`src/rtl/led_arbiter.sv`:
```
// led_arbiter
//   Shares the board LED bank between three requesters:
//     0 = JTAG host-write path (already in clk domain)
//     1 = heartbeat blinker
//     2 = switch/debug override
//   Round-robin arbitration with a req/ack handshake. After each grant the
//   LEDs are held for HOLD_CYCLES cycles before the next arbitration, so the
//   bank cannot flicker between owners.
//
// Optional feature macro: LED_ARB_PRIO_EN
//   When defined, requester 0 wins whenever its req is set and grants to it
//   leave the round-robin pointer untouched; otherwise all requesters are equal.
//
// Ports
//   clk     in   system clock, rising edge
//   reset_  in   synchronous active-low reset
//   req     in   [2:0] request per requester
//   data0-2 in   [LED_W-1:0] LED value offered by each requester
//   ack     out  [2:0] one-cycle pulse on the granted requester's bit
//   leds    out  [LED_W-1:0] registered LED drive
//   owner   out  [1:0] last grantee, 2'd3 = none since reset
//   busy    out  high while holding after a grant
module led_arbiter #(
    parameter int               LED_W       = 3,
    parameter int               HOLD_CYCLES = 1000,
    parameter logic [LED_W-1:0] LED_RESET   = '0
) (
    input  logic             clk,
    input  logic             reset_,
    input  logic [2:0]       req,
    input  logic [LED_W-1:0] data0,
    input  logic [LED_W-1:0] data1,
    input  logic [LED_W-1:0] data2,
    output logic [2:0]       ack,
    output logic [LED_W-1:0] leds,
    output logic [1:0]       owner,
    output logic             busy
);

    localparam int CNT_W = $clog2(HOLD_CYCLES + 1);

    typedef enum logic {IDLE = 1'b0, HOLD = 1'b1} state_t;

    state_t           state, state_n;
    logic [CNT_W-1:0] cnt, cnt_n;
    logic [1:0]       rr_ptr, rr_ptr_n;
    logic [LED_W-1:0] leds_n;
    logic [1:0]       owner_n;
    logic [2:0]       ack_n;

    logic [1:0]       sel;
    logic             found;
    logic [1:0]       cand [3];
    logic [LED_W-1:0] sel_data;

    // mod-3 increment; encoding 3 never appears on the pointer
    function automatic logic [1:0] inc3(input logic [1:0] p);
        return (p == 2'd2) ? 2'd0 : p + 2'd1;
    endfunction

    // Scan order starting at rr_ptr
    always_comb begin
        cand[0] = rr_ptr;
        cand[1] = inc3(rr_ptr);
        cand[2] = inc3(inc3(rr_ptr));
    end

    always_comb begin
        sel   = 2'd0;
        found = 1'b0;
`ifdef LED_ARB_PRIO_EN
        if (req[0]) begin
            sel   = 2'd0;
            found = 1'b1;
        end
`endif
        for (int k = 0; k < 3; k++) begin
            if (!found && req[cand[k]]) begin
                sel   = cand[k];
                found = 1'b1;
            end
        end
    end

    always_comb begin
        case (sel)
            2'd0:    sel_data = data0;
            2'd1:    sel_data = data1;
            default: sel_data = data2;
        endcase
    end

    // Next-state and output logic
    always_comb begin
        state_n  = state;
        cnt_n    = cnt;
        rr_ptr_n = rr_ptr;
        leds_n   = leds;
        owner_n  = owner;
        ack_n    = 3'b000;
        case (state)
            IDLE: begin
                if (found) begin
                    leds_n   = sel_data;
                    ack_n    = 3'b001 << sel;
                    owner_n  = sel;
                    cnt_n    = CNT_W'(HOLD_CYCLES - 1);
                    state_n  = HOLD;
`ifdef LED_ARB_PRIO_EN
                    // the priority requester does not consume a round-robin turn
                    if (sel != 2'd0)
                        rr_ptr_n = inc3(sel);
`else
                    rr_ptr_n = inc3(sel);
`endif
                end
            end
            HOLD: begin
                // saturating countdown; leave once it has reached zero
                if (cnt != '0)
                    cnt_n = cnt - 1'b1;
                else
                    state_n = IDLE;
            end
            default: state_n = IDLE;
        endcase
    end

    always_ff @(posedge clk) begin
        if (!reset_) begin
            state  <= IDLE;
            cnt    <= '0;
            rr_ptr <= 2'd0;
            leds   <= LED_RESET;
            owner  <= 2'd3;
            ack    <= 3'b000;
        end else begin
            state  <= state_n;
            cnt    <= cnt_n;
            rr_ptr <= rr_ptr_n;
            leds   <= leds_n;
            owner  <= owner_n;
            ack    <= ack_n;
        end
    end

    assign busy = (state == HOLD);

endmodule

```
`config.mk`:
```
export PLATFORM = sky130hd
export DESIGN_NAME = led_arbiter
export DESIGN_NICKNAME = d
export VERILOG_FILES = /design/src/rtl/led_arbiter.sv
export SDC_FILE = /design/constraint.sdc
export NUM_CORES = 1
export LEC_CHECK = 0
export CAP_MARGIN = 20
export CELL_PAD_IN_SITES_DETAIL_PLACEMENT = 1
export CELL_PAD_IN_SITES_GLOBAL_PLACEMENT = 1
export CORE_MARGIN = 2
export CORE_UTILIZATION = 36
export CTS_CLUSTER_DIAMETER = 100
export CTS_CLUSTER_SIZE = 28
export DETAILED_ROUTE_END_ITERATION = 8
export MAX_ROUTING_LAYER = met4
export PLACE_DENSITY = 0.8
export SLEW_MARGIN = 25
export SYNTH_ARGS = -nofsm -noshare
export SYNTH_HDL_FRONTEND = slang
export SYNTH_SLANG_ARGS = --single-unit
```
`constraint.sdc`:
```
create_clock -name clk -period 2.1 [get_ports clk]
set_input_delay 0.63 -clock clk [delete_from_list [all_inputs] [get_ports clk]]
set_output_delay 0.63 -clock clk [all_outputs]
set_load 0.005 [all_outputs]
```
==> results of run 1 <==
[power groups by stage]
stage          clock network, mW  logic, mW  registers (mW)
4_1_cts                    0.218      0.276           0.468
2_1_floorplan                  0      0.150           0.469
3_5_place_dp                   0      0.273           0.476
3_3_place_gp                   0      0.260           0.475
6_report                   0.213      0.275           0.469
5_1_grt                    0.236      0.303           0.476
[sequential cells by signal, indices dropped and copies added (netlist names)]
register  count
ack           3
busy          1
cnt          10
leds          3
owner         2
rr_ptr        2
[placed cells by master, fill, tap and decap left out, types with 4 or more instances in the layout]
cell	n
o221ai_1	4
nand2_1	13
nor2_1	8
inv_1	5
clkdlybuf4s50_1	22
dfxtp_1	21
nand3_1	5
a21oi_1	5
a31oi_1	6
o21ai_0	5
buf_4	15
[worst max-delay path, delay by kind of cell]
family / cells / cell delay, ns
AO/OA/AOI/OAI: 2 / 0.41
buffers and inverters: 1 / 0.49
AND/OR/NAND/NOR: 2 / 0.68
[layout make-up]
type,count,area share (%)
multi-input combinational,94,42.3
clock inverter,1,0.345
timing repair buffer,37,22.9
clock buffer,3,1.55
tap,31,2.67
inverter,5,1.29
sequential,21,28.9
[cell families (layout without fill, tap and decap cells)]
| group | Yosys count | count (layout) | share of synthesized area (%) |
|---|---|---|---|
| adder cells (fa/ha/maj) | 2 | 2 | 2.31 |
| flip-flops | 21 | 21 | 38.9 |
| buffers and inverters | 10 | 46 | 4.28 |
| AO/OA/AOI/OAI | 45 | 45 | 30.8 |
| AND/OR/NAND/NOR | 47 | 47 | 23.7 |
[through the flow]
step	util, %	instance area (sq um)	hold slack, ns
after floorplan	-	1080	0.440
after global placement	50.8	1430	0.463
after detailed placement	50.8	1430	0.475
after CTS	51.8	1450	0.509
after global routing	51.8	1450	0.540
final	51.8	1450	0.504
[worst min-delay path by stage]
stage                        start        to  slack [ns]  depth (start not counted)
final                     owner[1]  owner[1]        0.50                          2
after global routing        cnt[8]    cnt[8]        0.54                          1
after CTS                 owner[1]  owner[1]        0.51                          2
after detailed placement  owner[1]  owner[1]        0.47                          2
after global placement      cnt[8]    cnt[8]        0.46                          1
after floorplan             cnt[8]    cnt[8]        0.44                          1
[metal layers]
| metal | GRT usage [%] | part of all wire (%) |
|---|---|---|
| met1 | 26.8 | 44 |
| met2 | 39.5 | 52 |
| met3 | 3.30 | 3.3 |
| met4 | 6.17 | 0.76 |
| met5 | - | 0 |
==> results.sh, run 1 <==
export IMPL_worstPathRequired_ns=2.36
export IMPL_drc=0
export IMPL_drv_cap=0
export IMPL_fin_worst_skew_ns=0.00328
export IMPL_ys_async_sr_fraction_pct=0
export IMPL_yosysMostFrequentCell="dfxtp_1"
export IMPL_power_total_mw=0.956
export IMPL_grt_use_total_pct=22.6
export IMPL_grt_pass1_wl_microns=5740
export IMPL_swShare_pct=32.4
export IMPL_antenna_found_initial=0
export IMPL_clock_sink_count=21
export IMPL_multi_input_area_sq_um=614
export IMPL_hold_class="flop to flop"
export IMPL_yosys_warnings=0
export IMPL_regArea_sq_um=420
export IMPL_synthesis_nets=141
export IMPL_critPathMaxFanout=6
export IMPL_fill_cells=339
export IMPL_grt_setup_unrepaired="no"
export IMPL_fmax_mhz=509
export IMPL_seq_area_frac_synth_pct=38.9
export IMPL_yosysTopAreaCell="dfxtp_1"
export IMPL_ys_ff_latch=21
export IMPL_insertion_delay_ns=0.32
export IMPL_ys_flop_type="dfxtp_1"
export IMPL_clk_pin_slew_ns=0.13
export IMPL_syn_to_final_growth_pct=34.4
export IMPL_crit_arrival_ns=2.22
export IMPL_rows=19
export IMPL_r2r_setup_slack_ns=0.30
export IMPL_antenna_left=0
export IMPL_power_density_nw_per_um2=658
export IMPL_die_w_microns=58.8
export IMPL_hpwlAfterDp_microns=2630
export IMPL_design_die_area_sq_um=3460
export IMPL_crit_slowest_cell="clkdlybuf4s50_1"
export IMPL_cp_end_kind="flop"
export IMPL_yosys_top_cells_count="dfxtp_1 (21), nand2_1 (13), nor2_1 (8)"
export IMPL_root_buffer="clkbuf_4"
export IMPL_place_gp_congestion=0.790
export IMPL_preCtsSetupSlack_ns=-0.190
export IMPL_drt_vias_per_instance=5.83
export IMPL_worstReg2RegStart="cnt[2]"
export IMPL_min_period_over_period_pct=93.6
export IMPL_share_comb_of_total_power_pct=28.8
export IMPL_drive_gt1_share_pct=14.9
export IMPL_power_share_clock_pct=22.2
export IMPL_setup_ws_ns=0.134
export IMPL_fin_nets=178
export IMPL_p_sw_mw=0.310
export IMPL_post_drt_wl_per_cell_microns=17.2
export IMPL_status="finished, final reports clean"
export IMPL_cts_tree="done"
export IMPL_startpoint="req[2]"
export IMPL_postCtsSetupRepairBufs=0
export IMPL_grt_pass1_vias=1211
export IMPL_post_route_min_period_ns=1.97
export IMPL_synth_cell_types=40
export IMPL_io_buffers=22
export IMPL_synth_edf_count=0
export IMPL_final_setup_tns_ns=0
export IMPL_pin_count=23
export IMPL_worst_slew_pin_slew_ns=0.404
export IMPL_r2r_cells=4
export IMPL_initial_core_util_pct=38.5
export IMPL_internal_power_mw=0.646
export IMPL_wl_microns=3310
export IMPL_syn_inst=125
export IMPL_synth_area_sq_um=1080
export IMPL_clockBufferDepth=2
export IMPL_first_iter_violations=31
export IMPL_critical_path_class="input pin to flop"
export IMPL_dpl_cell_count=188
export IMPL_num_vias=1119
export IMPL_r2r_end="cnt[0]"
export IMPL_diodes=0
export IMPL_slowest_delay_ns=0.49
export IMPL_design_core_area_sq_um=2810
export IMPL_critPathLaunchType="input pin"
export IMPL_fin_cells=192
export IMPL_setup_violations_final=0
export IMPL_endpoint="cnt[4]"
export IMPL_grt_max_degree=13
export IMPL_max_slew_margin_pct=72.8
export IMPL_numCtsBuffers=3
export IMPL_path_cells="clkdlybuf4s50_1 > a21bo_2 > and3_4 > or4_1 > a21oi_1"
export IMPL_finalHoldViolations=0
export IMPL_pwr_share_seq_pct=49.0
export IMPL_netlist_top_cells_area="dfxtp_1 (39%), nand2_1 (4.5%), a31oi_1 (3.5%)"
export IMPL_firstDrtPassIters=4
export IMPL_p_leak_nw=0.573
export IMPL_chipHeight_microns=58.8
export IMPL_htree_num_levels=1
export IMPL_grt_overflow=0
export IMPL_cts_hold_buf=0
export IMPL_synth_top_area_share_pct=38.9
export IMPL_syn_avg_cell_area_sq_um=8.65
export IMPL_post_cts_resized=0
export IMPL_vdd_drop_max_mv=0.428
export IMPL_slew_violations=0
Power figures use the tool's default switching activity.
==> inputs of run 2 (changes only) <==
--- a/config.mk
+++ b/config.mk
@@ -15,6 +15,7 @@
 export DETAILED_ROUTE_END_ITERATION = 8
 export MAX_ROUTING_LAYER = met4
 export PLACE_DENSITY = 0.8
+export RECOVER_POWER = 25
 export SLEW_MARGIN = 25
 export SYNTH_ARGS = -nofsm -noshare
 export SYNTH_HDL_FRONTEND = slang
==> constraint.sdc (replaced) <==
create_clock -name clk -period 2.1 [get_ports clk]
set_input_delay 0.63 -clock clk [delete_from_list [all_inputs] [get_ports clk]]
set_output_delay 0.63 -clock clk [all_outputs]
set_load 0.1 [all_outputs]
==> run 2 against run 1 <==
Compared with the run above:
- die area stayed put
- clock skew is 0.00072 ns higher
- utilization is 0.85 points lower
- cell count stayed put
- hold slack worse by 0.0050 ns
- combinational power is 30% higher
- power is 9.2% higher
- critical path depth stayed put
- sequential share of layout area is 0.57 points higher
- sequential cell count stayed put
- final area is 1.6% lower
- critical path type unchanged
- largest cell class unchanged
==> results.sh, run 2 (synthesized netlist as in run 1, its figures left out) <==
export IMPL_status="finished, final reports clean"
export IMPL_rows=19
export IMPL_cts_hold_buf=0
export IMPL_htree_num_levels=1
export IMPL_place_area_sq_um=1480
export IMPL_hold_start="cnt[8]"
export IMPL_post_cts_resized=0
export IMPL_power_share_clock_pct=20.4
export IMPL_min_period_over_period_pct=92.3
export IMPL_critPathMaxFanout=6
export IMPL_drt_vias_per_instance=5.84
export IMPL_root_buffer="clkbuf_4"
export IMPL_initial_core_util_pct=38.5
export IMPL_num_vias=1122
export IMPL_r2r_end="cnt[7]"
export IMPL_critPathLaunchType="input pin"
export IMPL_grt_overflow=0
export IMPL_firstDrtPassIters=4
export IMPL_worstPathRequired_ns=2.36
export IMPL_post_route_min_period_ns=1.94
export IMPL_critical_path_class="input pin to flop"
export IMPL_crit_arrival_ns=2.19
export IMPL_power_density_nw_per_um2=731
export IMPL_whs_endpoint="cnt[8]"
export IMPL_fill_cells=343
export IMPL_chipHeight_microns=58.8
export IMPL_fmax_mhz=516
export IMPL_min_delay_path_depth=1
export IMPL_cts_tree="done"
export IMPL_hold_class="flop to flop"
export IMPL_setup_ws_ns=0.161
export IMPL_vdd_drop_max_mv=0.436
export IMPL_clk_pin_slew_ns=0.13
export IMPL_clockBufferDepth=2
export IMPL_antenna_left=0
export IMPL_fin_worst_skew_ns=0.00400
export IMPL_worstReg2RegStart="cnt[2]"
export IMPL_preCtsSetupSlack_ns=-0.175
export IMPL_setup_violations_final=0
export IMPL_grt_pass1_wl_microns=5660
export IMPL_max_slew_margin_pct=63.5
export IMPL_hpwlAfterDp_microns=2570
export IMPL_pwr_share_seq_pct=45.4
export IMPL_path_cells="clkdlybuf4s50_1 > a21bo_2 > and3_4 > or4_1 > a21oi_1"
export IMPL_clock_sink_count=21
export IMPL_regArea_sq_um=422
export IMPL_top_register="cnt"
export IMPL_internal_power_mw=0.638
export IMPL_first_iter_violations=16
export IMPL_pin_count=23
export IMPL_io_buffers=22
export IMPL_hold_slack_ns=0.499
export IMPL_syn_to_final_growth_pct=32.2
export IMPL_antenna_found_initial=0
export IMPL_multi_input_area_sq_um=614
export IMPL_grt_pass1_vias=1192
export IMPL_drive_gt1_share_pct=21.1
export IMPL_p_sw_mw=0.406
export IMPL_diodes=0
export IMPL_cp_end_kind="flop"
export IMPL_worst_slew_pin_slew_ns=0.549
export IMPL_final_common_cell="dfxtp_1"
export IMPL_final_area_sq_um=1430
export IMPL_swShare_pct=38.9
export IMPL_design_die_area_sq_um=3460
export IMPL_insertion_delay_ns=0.31
export IMPL_share_comb_of_total_power_pct=34.3
export IMPL_postCtsSetupRepairBufs=0
export IMPL_post_drt_wl_per_cell_microns=16.7
export IMPL_crit_slowest_cell="or4_1"
export IMPL_r2r_cells=4
export IMPL_largestRegisters="cnt (10), ack (3), leds (3)"
export IMPL_grt_setup_unrepaired="no"
export IMPL_place_gp_congestion=0.800
export IMPL_layout_common_cells="dfxtp_1 (20), buf_4 (16), nand2_1 (13), clkdlybuf4s50_1 (13), nor2_1 (8)"
export IMPL_p_leak_nw=0.582
export IMPL_drv_cap=0
export IMPL_die_w_microns=58.8
export IMPL_r2r_setup_slack_ns=0.31
export IMPL_wl_microns=3210
export IMPL_grt_use_total_pct=21.9
export IMPL_finalHoldViolations=0
export IMPL_slew_violations=0
export IMPL_fin_nets=178
export IMPL_numCtsBuffers=3
export IMPL_slowest_delay_ns=0.50
export IMPL_largest_register_ffs=10
export IMPL_design_core_area_sq_um=2810
export IMPL_drc=0
export IMPL_grt_max_degree=14
-- run 2: worst max-delay path, delay by kind of cell --
family | cells | cell delay [ns]
and+or+nand+nor | 2 | 0.69
buffers and inverters | 1 | 0.48
AOI/OAI and AO/OA | 2 | 0.39
-- run 2: per-layer routing --
| layer | GRT usage [%] | routed length (microns) | vias up | share of wire (%) |
|---|---|---|---|---|
| li1 | - | - | 557 | - |
| met1 | 26.7 | 1490 | 538 | 46 |
| met2 | 36.8 | 1590 | 23 | 50 |
| met3 | 3.96 | 94 | 4 | 2.9 |
| met4 | 6.17 | 36 | 0 | 1.1 |
| met5 | - | 0 | - | 0 |
-- run 2: layout make-up --
cell class | instances | share of cell area (%)
inverter | 5 | 1.31
sequential | 21 | 29.5
clock buffer | 3 | 1.58
multi-input combinational | 94 | 43.0
timing repair buffer | 37 | 21.4
tap | 31 | 2.71
clock inverter | 1 | 0.525
-- run 2: power groups by stage --
stage	Clock [mW]	Sequential, mW	Combinational [mW]
2_1_floorplan	0	0.568	0.150
3_3_place_gp	0	0.485	0.376
3_5_place_dp	0	0.487	0.387
4_1_cts	0.218	0.479	0.390
5_1_grt	0.236	0.479	0.387
6_report	0.213	0.474	0.358
-- run 2: worst max-delay path by stage --
stage | from | to | slack (ns)
after floorplan | busy | cnt[4] | 0.16
after global placement | req[2] | cnt[4] | -0.14
after detailed placement | req[2] | cnt[4] | -0.17
after CTS | req[2] | ack[1] | 0.15
after global routing | req[2] | ack[1] | 0.07
final | req[2] | cnt[4] | 0.16
-- run 2: stage by stage --
| stage | instances | util [%] | TNS [ns] | total power [mW] |
|---|---|---|---|---|
| final | 192 | 50.9 | 0 | 1.04 |
| after global placement | 188 | 52.7 | -0.767 | 0.861 |
| after floorplan | 125 | - | 0 | 0.718 |
| after CTS | 192 | 53.8 | 0 | 1.09 |
| after global routing | 192 | 50.9 | 0 | 1.10 |
| after detailed placement | 188 | 52.7 | -1.36 | 0.874 |
==> inputs of run 3 (changes only) <==
--- a/config.mk
+++ b/config.mk
@@ -5,7 +5,7 @@
 export SDC_FILE = /design/constraint.sdc
 export NUM_CORES = 1
 export LEC_CHECK = 0
-export CAP_MARGIN = 20
+export CAP_MARGIN = 5
 export CELL_PAD_IN_SITES_DETAIL_PLACEMENT = 1
 export CELL_PAD_IN_SITES_GLOBAL_PLACEMENT = 1
 export CORE_MARGIN = 2
==> results of run 3 <==
Same layout as run 2: the final DEF is identical, and so are final timing and power.
